--- src/rtl/gpioemu_host.sv ---
// Bus initiator for gpioemu: writes A1/A2, starts the operation, polls status, reads W and ones-count.
// Optional poll timeout enabled by defining GPIOEMU_HOST_TIMEOUT_EN.
module gpioemu_host #(
  parameter int         SETUP_CYC  = 2,
  parameter int         STROBE_CYC = 2,
  parameter int         HOLD_CYC   = 1,
  parameter logic [1:0] DONE_CODE  = 2'b11,
  parameter int         POLL_MAX   = 1023
) (
  input  logic        clk,
  input  logic        reset,
  input  logic        cmd_valid,
  output logic        cmd_ready,
  input  logic [23:0] cmd_arg1,
  input  logic [23:0] cmd_arg2,
  output logic        rsp_valid,
  input  logic        rsp_ready,
  output logic [31:0] rsp_result,
  output logic [23:0] rsp_ones,
  output logic        rsp_timeout,
  output logic        busy,
  output logic [15:0] saddress,
  output logic        srd,
  output logic        swr,
  output logic [31:0] sdata_wr,
  input  logic [31:0] sdata_rd
);

  localparam int PH_MAX = (SETUP_CYC > STROBE_CYC) ?
                          ((SETUP_CYC > HOLD_CYC) ? SETUP_CYC : HOLD_CYC) :
                          ((STROBE_CYC > HOLD_CYC) ? STROBE_CYC : HOLD_CYC);
  localparam int PW = $clog2(PH_MAX + 1);

  localparam logic [15:0] ADDR_A1  = 16'h037F;
  localparam logic [15:0] ADDR_A2  = 16'h0388;
  localparam logic [15:0] ADDR_GO  = 16'h03A0;
  localparam logic [15:0] ADDR_W   = 16'h0390;
  localparam logic [15:0] ADDR_CNT = 16'h0398;

  typedef enum logic [2:0] {
    S_IDLE, S_WR_A1, S_WR_A2, S_WR_GO, S_POLL, S_RD_W, S_RD_CNT, S_RESP
  } state_t;

  typedef enum logic [1:0] {
    P_SETUP, P_STROBE, P_HOLD
  } phase_t;

  state_t        r_state, w_state_next;
  phase_t        r_phase, w_phase_next;
  logic [PW-1:0] r_pcnt, w_pcnt_next;
  logic [PW-1:0] w_phase_last;

  logic [23:0] r_arg1, r_arg2;
  logic [15:0] r_saddress, w_saddress_next;
  logic [1:0]  r_status;
  logic [31:0] r_result;
  logic [23:0] r_ones;

  logic w_is_read, w_is_write, w_in_op;
  logic w_phase_end, w_op_end, w_capture, w_accept, w_poll_done;
  logic w_timeout_hit;

  // Operation classification and phase bookkeeping for the current bus op
  always_comb begin
    w_is_read  = (r_state == S_POLL) || (r_state == S_RD_W) || (r_state == S_RD_CNT);
    w_is_write = (r_state == S_WR_A1) || (r_state == S_WR_A2) || (r_state == S_WR_GO);
    w_in_op    = w_is_read || w_is_write;
    case (r_phase)
      P_SETUP:  w_phase_last = PW'(SETUP_CYC - 1);
      P_STROBE: w_phase_last = PW'(STROBE_CYC - 1);
      default:  w_phase_last = PW'(HOLD_CYC - 1);
    endcase
    w_phase_end = w_in_op && (r_pcnt == w_phase_last);
    w_op_end    = w_phase_end && (r_phase == P_HOLD);
    // Read data is sampled at the end of the strobe, after gpioemu has reacted to the rising edge
    w_capture   = w_is_read && w_phase_end && (r_phase == P_STROBE);
    w_accept    = cmd_valid && (r_state == S_IDLE);
    w_poll_done = (r_status == DONE_CODE);
  end

  always_comb begin
    w_state_next = r_state;
    case (r_state)
      S_IDLE:   if (w_accept) w_state_next = S_WR_A1;
      S_WR_A1:  if (w_op_end) w_state_next = S_WR_A2;
      S_WR_A2:  if (w_op_end) w_state_next = S_WR_GO;
      S_WR_GO:  if (w_op_end) w_state_next = S_POLL;
      S_POLL: begin
        if (w_op_end) begin
          if (w_poll_done)        w_state_next = S_RD_W;
          else if (w_timeout_hit) w_state_next = S_RESP;
          else                    w_state_next = S_POLL;
        end
      end
      S_RD_W:   if (w_op_end) w_state_next = S_RD_CNT;
      S_RD_CNT: if (w_op_end) w_state_next = S_RESP;
      S_RESP:   if (rsp_ready) w_state_next = S_IDLE;
      default:  w_state_next = S_IDLE;
    endcase
  end

  always_comb begin
    w_phase_next = r_phase;
    w_pcnt_next  = '0;
    if (w_accept || w_op_end || !w_in_op) begin
      w_phase_next = P_SETUP;
    end else if (w_phase_end) begin
      w_phase_next = (r_phase == P_SETUP) ? P_STROBE : P_HOLD;
    end else begin
      w_pcnt_next = r_pcnt + 1'b1;
    end
  end

  // Address is latched on op entry and kept while idle or waiting on the response
  always_comb begin
    w_saddress_next = r_saddress;
    case (w_state_next)
      S_WR_A1:  w_saddress_next = ADDR_A1;
      S_WR_A2:  w_saddress_next = ADDR_A2;
      S_WR_GO:  w_saddress_next = ADDR_GO;
      S_POLL:   w_saddress_next = ADDR_GO;
      S_RD_W:   w_saddress_next = ADDR_W;
      S_RD_CNT: w_saddress_next = ADDR_CNT;
      default:  w_saddress_next = r_saddress;
    endcase
  end

  always_ff @(posedge clk) begin
    if (reset) begin
      r_state    <= S_IDLE;
      r_phase    <= P_SETUP;
      r_pcnt     <= '0;
      r_saddress <= '0;
    end else begin
      r_state    <= w_state_next;
      r_phase    <= w_phase_next;
      r_pcnt     <= w_pcnt_next;
      r_saddress <= w_saddress_next;
    end
  end

  always_ff @(posedge clk) begin
    if (reset) begin
      r_arg1   <= '0;
      r_arg2   <= '0;
      r_status <= '0;
      r_result <= '0;
      r_ones   <= '0;
    end else if (w_accept) begin
      r_arg1   <= cmd_arg1;
      r_arg2   <= cmd_arg2;
      r_status <= '0;
      r_result <= '0;
      r_ones   <= '0;
    end else if (w_capture) begin
      case (r_state)
        S_POLL:   r_status <= sdata_rd[1:0];
        S_RD_W:   r_result <= sdata_rd;
        S_RD_CNT: r_ones   <= sdata_rd[23:0];
        default:  r_status <= r_status;
      endcase
    end
  end

`ifdef GPIOEMU_HOST_TIMEOUT_EN
  localparam int PCW = $clog2(POLL_MAX + 1);

  logic [PCW-1:0] r_poll_cnt;
  logic           r_timeout;

  // The completing poll is the one that brings the count up to POLL_MAX
  assign w_timeout_hit = (r_poll_cnt == PCW'(POLL_MAX - 1));

  always_ff @(posedge clk) begin
    if (reset) begin
      r_poll_cnt <= '0;
      r_timeout  <= 1'b0;
    end else if (w_accept) begin
      r_poll_cnt <= '0;
      r_timeout  <= 1'b0;
    end else if ((r_state == S_POLL) && w_op_end && !w_poll_done) begin
      r_poll_cnt <= r_poll_cnt + 1'b1;
      if (w_timeout_hit) r_timeout <= 1'b1;
    end
  end

  assign rsp_timeout = r_timeout;
`else
  assign w_timeout_hit = 1'b0;
  assign rsp_timeout   = 1'b0;
`endif

  // Strobes are gated by reset so a mid-job reset drops them without waiting for the edge
  assign srd       = w_is_read  && (r_phase == P_STROBE) && !reset;
  assign swr       = w_is_write && (r_phase == P_STROBE) && !reset;
  assign saddress  = r_saddress;
  assign sdata_wr  = (r_state == S_WR_A1) ? {8'h00, r_arg1} :
                     (r_state == S_WR_A2) ? {8'h00, r_arg2} : 32'h0;
  assign cmd_ready = (r_state == S_IDLE);
  assign busy      = (r_state != S_IDLE);
  assign rsp_valid = (r_state == S_RESP);
  assign rsp_result = r_result;
  assign rsp_ones   = r_ones;

endmodule
--- config.mk ---
export PLATFORM = sky130hd
export DESIGN_NAME = gpioemu_host
export DESIGN_NICKNAME = d
export VERILOG_FILES = /design/src/rtl/gpioemu_host.sv
export SDC_FILE = /design/constraint.sdc
export NUM_CORES = 1
export LEC_CHECK = 0
export CAP_MARGIN = 10
export CORE_UTILIZATION = 46
export DETAILED_ROUTE_END_ITERATION = 10
export GPL_ROUTABILITY_DRIVEN = 0
export PLACE_DENSITY = 0.85
export SLEW_MARGIN = 5
export SYNTH_ARGS = -nofsm -noshare
export SYNTH_HDL_FRONTEND = slang
export SYNTH_SLANG_ARGS = --single-unit
--- constraint.sdc ---
create_clock -name clk -period 3 [get_ports clk]
set_input_delay 0.6 -clock clk [delete_from_list [all_inputs] [get_ports clk]]
set_output_delay 0.6 -clock clk [all_outputs]
set_load 0.01 [all_outputs]
# --- After elaboration in Yosys (flattened, before gate mapping) ---
# Cells that the tools add are included.
op_classes:
  add_sub_neg: 1
  n_eq_ne: 17
  n_mux: 15
  n_reduce_logical: 30
op_table:
  columns: ["operator", "count"]
  rows:
  - ["16-bit one-hot mux with 5 select lines", 1]
  - ["24-bit 2-to-1 mux", 2]
  - ["3-bit 2-to-1 mux", 8]
  - ["3-bit one-hot mux with 8 select lines", 1]
  - ["3-bit == test, second input constant", 7]
  - ["3-bit by 2-bit == test with 1-bit output, second input constant", 4]
  - ["1-bit logical AND", 9]
  - ["2-bit OR reduction", 4]
  - ["1-bit logical OR", 7]
  - ["3-bit by 1-bit == test with 1-bit output, second input constant", 2]
  - ["2-bit AND reduction", 3]
  - ["5-bit nonzero test", 1]
  - ["2-bit == test, second input constant", 2]
  - ["3-bit zero test", 1]
  - ["3-bit nonzero test", 1]
  - ["3-bit OR reduction", 1]
  - ["2-bit by 1-bit adder with 2-bit output, second input constant", 1]
  - ["2-bit by 1-bit == test with 1-bit output, second input constant", 1]
  - ["2-bit == test", 1]
  - ["1-bit zero test", 2]
  - ["2-bit zero test", 1]
  - ["1-bit 2-to-1 mux", 2]
  - ["2-bit 2-to-1 mux", 1]
word_totals:
  ff_bits: 129
  in_bits: 84
  output_inout_bits: 110
  word_cells: 72

# --- Depth between registers and ports, before layout ---
logic_depth:
  word_depth: 11
  depth_mapped: 8
  ltp_nobuf: 5

# --- Worst setup path before layout ---
# Ideal clock, no wire load.
synth_timing:
  kind: "register to output"
  start: "register r_state[1]"
  end: "output sdata_wr[10]"
  arrival_ns: 1.537
  required_time_ns: 2.400
  slack_ns: 0.863
  path_stages_with_launch: 6
  n_path_buf: 2
  cell_sequence: "dfxtp_1 > clkbuf_1 > nand2_1 > nor2_1 > clkbuf_1 > a22o_1"
synth_via:
  elab_chain_cells: 3
  word_cells_on_any_way: 4
  cone_classes: "eq/ne: 2; mux: 2"
synth_lines:
  columns: ["item", "line", "rtl"]
  rows:
  - ["start: declaration", "48", "state_t r_state, w_state_next;"]
  - ["start signal: assignment", "135", "r_state <= w_state_next;"]
  - ["3-bit by 2-bit == test with 1-bit output", "198", "(r_state == S_WR_A2) ? {8'h00, r_arg2} : 32'h0;"]
  - ["24-bit 2-to-1 mux", "198", null]
  - ["24-bit 2-to-1 mux (*)", "197", "assign sdata_wr = (r_state == S_WR_A1) ? {8'h00, r_arg1} :"]
  - ["end: declaration", "25", "output logic [31:0] sdata_wr,"]
# Every way passes the cells marked *; elsewhere a longest branch is shown, timed or not.

# --- Final worst setup path ---
layout_timing:
  start: "register r_state[0]"
  end: "output sdata_wr[2]"
# The elaborated chain is that of the path after synthesis.

==> flow_metrics.env <==
export IMPL_grt_setup_unrepaired="false"
export IMPL_hold_class="primary input to register"
export IMPL_endpoint_kind="output pin"
export IMPL_path_class="register to output pin"
export IMPL_track_usage=0.251
export IMPL_ys_top_cells_by_area="dfxtp_1 (50%), nand2_1 (17%), a21oi_1 (12%)"
export IMPL_powerDensity_nw_per_um2=570
export IMPL_finalInstanceArea_um2=7170
export IMPL_antenna_found_initial=0
export IMPL_fin_crit_ps=2850
export IMPL_rrSetupSlack_ps=950
export IMPL_yosys_area_top_type="dfxtp_1"
export IMPL_r2r_end="rsp_ones[19]"
export IMPL_die_h_um=104
export IMPL_grt_pass1_wl_mm=22.0
export IMPL_cts_tree="yes"
export IMPL_synth_cell_types=38
export IMPL_syn_area_per_cell_um2=7.75
export IMPL_yosysWarningCount=0
export IMPL_diodes=0
export IMPL_wire_per_inst_um=14.7
export IMPL_syn_area_um2=4780
export IMPL_drive_above_1_share=0.0672
export IMPL_cts_sinks=119
export IMPL_clk_latency_ps=500
export IMPL_area_delta_synth_final_pct=50.0
export IMPL_netlist_instances=617
export IMPL_die_area_um2=10800
export IMPL_row_count=36
export IMPL_portBuffers=178
export IMPL_max_freq_mhz=351
export IMPL_cts_max_path_buffers=2
export IMPL_avgViaCountPerCell=5.18
export IMPL_r2r_cells=4
export IMPL_power_uw=4090
export IMPL_yosysSeqAreaShare=0.498
export IMPL_peakVddDrop_mv=0.336
export IMPL_fin_nets=860
export IMPL_ant_nets=0
export IMPL_cts_root_buf="clkbuf_8"
export IMPL_hold_path_depth=2
export IMPL_layout_commonest_cell="nand2_1"
export IMPL_fill_cells=722
export IMPL_hold_path_startpoint="reset"
export IMPL_numCtsBuffers=17
export IMPL_grt_pass1_vias=4541
export IMPL_via_count=4775
export IMPL_setup_viol=0
export IMPL_worst_pin_slew_ps=841
export IMPL_routed_wl_mm=13.5
export IMPL_core_area_um2=9910
export IMPL_start_util=0.483
export IMPL_postCtsSetupBuffers=0
export IMPL_place_area_um2=6550
export IMPL_timing_final_ws_setup_ps=150
export IMPL_path_max_fanout=24
export IMPL_die_w_um=104
export IMPL_worstPathRequired_ps=2400
export IMPL_clk_pin_slew_ps=60
export IMPL_finalCritPeriodShare=0.950
export IMPL_netlist_area_leader_share=0.498
export IMPL_endpoint="sdata_wr[2]"
export IMPL_synth_seq_cells=119
export IMPL_drcViolationCount=0
export IMPL_fin_setup_tns_ps=0
export IMPL_drv_cap=0
export IMPL_grt_max_degree=59
export IMPL_gr_total_overflow=0
export IMPL_final_cell_mix="nand2_1 (220), clkdlybuf4s50_1 (177), dfxtp_1 (118)"
export IMPL_critPathLaunchType="register"
export IMPL_r2r_start="r_state[2]"
export IMPL_critPathArrivalTime_ps=2250
export IMPL_drtPass1Iterations=5
export IMPL_maxSlewViolCount=0
export IMPL_fin_skew_ps=12.3
export IMPL_p_leak_uw=0.00257
export IMPL_slew_headroom=0.438
export IMPL_first_iter_violations=244
export IMPL_crit_start="r_state[0]"
export IMPL_status="complete, no violations"
export IMPL_utilization=0.724
export IMPL_ios=194
export IMPL_dp_slack_ps=383
export IMPL_cts_htree_levels=4
export IMPL_hpwl_mm=9.38
export IMPL_hold_violations=0
[area by class of cell]
cell class              count  area, um2  area share
inverters                   6       22.5     0.00314
multi-input cells         443       2110       0.294
repair buffers            189       1880       0.262
clock buffers              19        442      0.0616
flip-flops and latches    119       2380       0.332
well taps                 133        166      0.0232
clock inverters            13        170      0.0237
[metrics by stage]
stage,hold slack (ps),cells
2_1_floorplan,436,631
3_3_place_gp,441,890
5_1_grt,364,922
6_report,375,922
4_1_cts,353,922
3_5_place_dp,446,890
[worst min path at each step]
stage	to	slack [ps]
2_1_floorplan	r_arg1[0]	440
3_3_place_gp	rsp_result[28]	440
3_5_place_dp	rsp_ones[21]	450
4_1_cts	saddress[4]	350
5_1_grt	saddress[4]	360
6_report	saddress[4]	380
[worst max-delay path, cell delays in order, from the launching register on]
cell	delay, ps
dfxtp_2	490
inv_2	130
nor3_2	190
buf_6	240
a22o_1	180
clkdlybuf4s50_1	530
[power breakdown]
group	internal, uW	switching (uW)
Sequential	1630	36.6
Combinational	190	172
Clock	1320	743
[per-layer routing]
metal,GRT usage,vias to the layer above,part of all wire
met5,0,-,0
met4,0.0898,0,0.019
met3,0.0827,29,0.094
met2,0.409,225,0.47
met1,0.309,2189,0.41
li1,-,2332,-
[repair_timing]
item | in CTS | in global routing
setup endpoints to repair | 24 | 24
hold buffers | 0 | 0
resized for setup | 1 | 3
[sequential cells by signal, indices dropped and copies added (netlist names)]
signal,flops
rsp_ones,24
r_status,2
r_state,3
r_arg2,24
r_pcnt,2
rsp_result,32
r_phase,2
r_arg1,24
saddress,6
[cell families (layout without fill, tap and decap cells)]
kind of cell / after synthesis / in the layout / synth area share
AO/OA/AOI/OAI: 159 / 159 / 0.196
multiplexers: 2 / 2 / 0.00419
flip-flops: 119 / 119 / 0.498
other: 1 / 15 / 0.000784
AND/OR/NAND/NOR: 267 / 267 / 0.227
buffers and inverters: 69 / 227 / 0.0738
[cell usage after synthesis, drive strengths merged]
cell type / n
a32o: 1
a32oi: 1
a21oi: 112
and3: 2
or2b: 1
nand2: 221
a22o: 24
nand4: 1
clkbuf: 27
nor2: 18
conb: 1
o21ai: 7
nor3: 6
a211oi: 1
o311a: 1
a31oi: 4
mux2i: 2
nand2b: 1
a31o: 1
a21boi: 1
nor4: 1
a21o: 3
and2b: 1
o2111ai: 1
nor2b: 3
buf: 36
nand3: 5
or4b: 2
nor4b: 1
a2bb2oi: 1
or3: 2
o21a: 1
inv: 6
and2: 2
dfxtp: 119
Power figures use the tool's default switching activity.
